[src/rtl/pwm_peripheral.sv]
// 16-pin output driver: each pin is held low, driven high, or driven by a shared 8-bit PWM
// waveform whose duty is double-buffered and only changes at a period boundary.
module pwm_peripheral #(
    parameter int PRESCALE = 13
) (
    input  logic       clk,
    input  logic       rst,
    input  logic [7:0] en_reg_out_7_0,
    input  logic [7:0] en_reg_out_15_8,
    input  logic [7:0] en_reg_pwm_7_0,
    input  logic [7:0] en_reg_pwm_15_8,
    input  logic [7:0] pwm_duty_cycle,
    output logic [15:0] out,
    output logic       period_start,
    output logic [7:0] duty_active
);

    localparam int PW = (PRESCALE > 1) ? $clog2(PRESCALE) : 1;
    localparam logic [PW-1:0] PRESC_MAX = PW'(PRESCALE - 1);

    logic [PW-1:0] presc_cnt;
    logic [7:0]    pwm_cnt;
    logic [7:0]    shadow_duty;
    logic          tick;
    logic          wrap_event;
    logic          pwm_sig;
    logic [15:0]   en_out;
    logic [15:0]   en_pwm;
    logic [15:0]   out_next;

    // 0xFF saturates to a full-period high instead of 255/256
    function automatic logic pwm_level(input logic [7:0] cnt, input logic [7:0] duty);
        return (duty == 8'hFF) || (cnt < duty);
    endfunction

    assign tick       = (presc_cnt == PRESC_MAX);
    assign wrap_event = tick && (pwm_cnt == 8'hFF);
    assign pwm_sig    = pwm_level(pwm_cnt, shadow_duty);

    assign en_out   = {en_reg_out_15_8, en_reg_out_7_0};
    assign en_pwm   = {en_reg_pwm_15_8, en_reg_pwm_7_0};
    assign out_next = en_out & (~en_pwm | {16{pwm_sig}});

    assign duty_active = shadow_duty;

    // Prescaler and PWM period counter run free, independent of the enables
    always_ff @(posedge clk or posedge rst) begin
        if (rst) begin
            presc_cnt <= '0;
            pwm_cnt   <= 8'd0;
        end else begin
            if (tick) begin
                presc_cnt <= '0;
                pwm_cnt   <= pwm_cnt + 8'd1;
            end else begin
                presc_cnt <= presc_cnt + 1'b1;
            end
        end
    end

    // Duty is latched only at the wrap so a period is never truncated
    always_ff @(posedge clk or posedge rst) begin
        if (rst) begin
            shadow_duty  <= 8'd0;
            period_start <= 1'b0;
        end else begin
            period_start <= wrap_event;
            if (wrap_event) begin
                shadow_duty <= pwm_duty_cycle;
            end
        end
    end

    // Registered pin mux
    always_ff @(posedge clk or posedge rst) begin
        if (rst) begin
            out <= 16'd0;
        end else begin
            out <= out_next;
        end
    end

endmodule

[config.mk]
export PLATFORM = sky130hd
export DESIGN_NAME = pwm_peripheral
export DESIGN_NICKNAME = d
export VERILOG_FILES = /design/src/rtl/pwm_peripheral.sv
export SDC_FILE = /design/constraint.sdc
export NUM_CORES = 1
export LEC_CHECK = 0
export ABC_AREA = 0
export CAP_MARGIN = 10
export CORE_UTILIZATION = 40
export CTS_CLUSTER_DIAMETER = 120
export DETAILED_ROUTE_END_ITERATION = 6
export PLACE_DENSITY_LB_ADDON = 0.12
export SLEW_MARGIN = 20
export SYNTH_ARGS = -nofsm -noshare
export SYNTH_HDL_FRONTEND = slang
export SYNTH_SLANG_ARGS = --single-unit
[constraint.sdc]
create_clock -name clk -period 2.1 [get_ports clk]
set_input_delay 0.21 -clock clk [delete_from_list [all_inputs] [get_ports clk]]
set_output_delay 0.21 -clock clk [all_outputs]
set_load 0.05 [all_outputs]
==> flow_metrics.env <==
export IMPL_status="finished, final reports clean"
export IMPL_cts_tree="done"
export IMPL_reg2reg_depth=6
export IMPL_hold_buffers=0
export IMPL_coreArea_mm2=0.00380
export IMPL_grt_pass1_wl_um=5660
export IMPL_diodes=0
export IMPL_p_int_mw=1.09
export IMPL_route_detailed_drc=0
export IMPL_start_util_pct=43.1
export IMPL_final_util_pct=64.3
export IMPL_endpoint_kind="flop"
export IMPL_netlist_area_leader_share_pct=56.5
export IMPL_ys_warnings_count=0
export IMPL_powerDensity_mw_per_mm2=603
export IMPL_nets=249
export IMPL_final_setup_tns_ns=0
export IMPL_finClkSkew_ns=0.00589
export IMPL_slew_headroom_pct=64.9
export IMPL_synth_area_mm2=0.00164
export IMPL_vias=1191
export IMPL_rsz0062_at_grt="false"
export IMPL_firstDrtPassIters=4
export IMPL_max_freq_mhz=560
export IMPL_maxCapViolCount=0
export IMPL_tightest_slew_ns=0.525
export IMPL_synth_commonest_cells="dfrtp_1, a21boi_0, inv_1"
export IMPL_cts_made_buffers=5
export IMPL_ys_seq_area_share_pct=56.5
export IMPL_synth_fp_nets=175
export IMPL_synth_area_leaders="dfrtp_1, ha_1, a21boi_0, mux2_2, xnor2_1"
export IMPL_leakagePower_nw=1.06
export IMPL_dieArea_mm2=0.00436
export IMPL_r2r_end="out[15]$_DFF_PP0_"
export IMPL_wl_per_cell_um=13.4
export IMPL_grt_max_degree=38
export IMPL_synth_most_common_cell="dfrtp_1"
export IMPL_drt_iter0_drc=30
export IMPL_switching_share_pct=25.8
export IMPL_peakVddDrop_uv=468
export IMPL_antenna_found_initial=0
export IMPL_use_met1_pct=20.0
export IMPL_worstSetupPathType="reg -> reg"
export IMPL_die_w_um=66.0
export IMPL_period_minus_slack_ns=1.79
export IMPL_cp_start_kind="flop"
export IMPL_p_seq_share_pct=50.9
export IMPL_pwr_share_clk_pct=31.4
export IMPL_fin_worst_hold_slack_ns=0.351
export IMPL_cts_setup_buffers=0
export IMPL_cp_max_fo=16
export IMPL_first_global_vias=1287
export IMPL_netSwitchingPower_uw=380
export IMPL_use_met2_pct=29.2
export IMPL_gp_congestion=0.845
export IMPL_grtUsageMet3_pct=8.79
export IMPL_synth_seq_cells=37
export IMPL_ant_nets=0
export IMPL_finalCritPeriodShare_pct=85.0
export IMPL_syn_area_per_cell_um2=13.3
export IMPL_row_count=22
export IMPL_holdCritPathClass="in -> async"
export IMPL_synthArstFlopShare_pct=100
export IMPL_syn_inst=123
export IMPL_clk_pin_slew_ns=0.07
export IMPL_clock_sinks=37
export IMPL_post_cts_resize_count=0
export IMPL_port_buffers=66
export IMPL_worstPathArrival_ns=1.94
export IMPL_slew_violations=0
export IMPL_cts_root_buffer="clkbuf_8"
export IMPL_setup_violations=0
export IMPL_ios=67
export IMPL_dp_hpwl_um=2570
export IMPL_required_ns=2.25
export IMPL_reg2reg_from="pwm_cnt[6]$_DFFE_PP0P_"
export IMPL_cts_path_max_buffers=2
export IMPL_cts_max_level=2
export IMPL_synth_cell_types=24
export IMPL_rrSetupSlack_ns=0.31
export IMPL_fin_ws_ns=0.314
export IMPL_synth_edf_count=0
export IMPL_synth_flop_cell="dfrtp_1"
export IMPL_total_power_mw=1.47
export IMPL_dp_slack_ns=0.310
export IMPL_area_growth_pct=49.0
export IMPL_finalHoldViolCount=0
export IMPL_insertion_delay_ns=0.28
export IMPL_wl_um=3290
export IMPL_combPwrFrac_pct=17.7
export IMPL_drive_above_1_share_pct=12.1
export IMPL_via_per_inst=4.84
export IMPL_grtUsageTotal_pct=17.9
export IMPL_grt_ovfl_total=0
export IMPL_grt_busiest_layer="met2"
export IMPL_synth_largest_area_cell="dfrtp_1"
export IMPL_die_height_um=66.0
logic make-up (layout without fill, tap and decap cells):
logic type	after synthesis	count (layout)	synth area share, %
and+or+nand+nor	20	20	8.24
xor gates and xnor gates	8	8	4.27
AOI/OAI and AO/OA	26	26	13.3
muxes	9	9	6.18
DFF	37	37	56.5
adders and majority gates	10	10	7.63
buffers and inverters	13	88	3.89
critical path, cell delays in order, from the launching register on:
cell,delay (ns)
dfrtp_1,0.45
ha_1,0.34
and4_1,0.18
o21ai_0,0.09
o32ai_2,0.26
buf_4,0.22
a21boi_0,0.11
how the worst max path moves through the flow:
stage	endpoint	start
floorplan	out[10]$_DFF_PP0_	duty_active[6]$_DFFE_PP0P_
CTS	out[15]$_DFF_PP0_	pwm_cnt[6]$_DFFE_PP0P_
global placement	out[11]$_DFF_PP0_	pwm_cnt[6]$_DFFE_PP0P_
detailed placement	out[11]$_DFF_PP0_	pwm_cnt[6]$_DFFE_PP0P_
global route	out[0]$_DFF_PP0_	pwm_cnt[6]$_DFFE_PP0P_
finish	out[15]$_DFF_PP0_	pwm_cnt[6]$_DFFE_PP0P_
power by group through the flow:
stage	Clock (mW)	Sequential [mW]	Combinational, mW
after global placement	0	0.762	0.260
after floorplan	0	0.848	0.0417
after global routing	0.523	0.753	0.278
final	0.462	0.750	0.261
after detailed placement	0	0.763	0.263
after CTS	0.481	0.750	0.264
metrics by stage:
stage | cells | cell area, um2
floorplan | 123 | 1640
global placement | 238 | 2360
detailed placement | 238 | 2360
CTS | 246 | 2440
global route | 246 | 2440
finish | 246 | 2440
registers in the layout, summed over array words and instances (netlist names):
name          flops
out              16
duty_active       8
pwm_cnt           8
presc_cnt         4
period_start      1
layout by cell type (no fill, tap or decap), types with 2 or more instances in the layout:
master / instances
clkdlybuf4s50_1: 66
dfrtp_1: 37
a21boi_0: 16
inv_1: 11
ha_1: 10
mux2_2: 9
xnor2_1: 7
nand4_1: 6
nor2_1: 5
clkbuf_8: 5
nand2_1: 3
buf_4: 3
and3_1: 2
o21ai_0: 2
a21oi_1: 2
clkinv_2: 2
cell type report:
type,instances,area (um2)
multi-input cells,73,649
flip-flops and latches,37,926
repair buffers,69,683
clock inverters,2,10.0
clock buffers,6,72.6
inverters,11,41.3
fillers,305,1360
well taps,48,60.1
metal layers:
metal,vias up,part of all wire (%)
met4,0,1.5
met2,49,49
met1,558,40
met5,-,0
li1,578,-
met3,6,9.2
(Power assumes the default switching activity.)
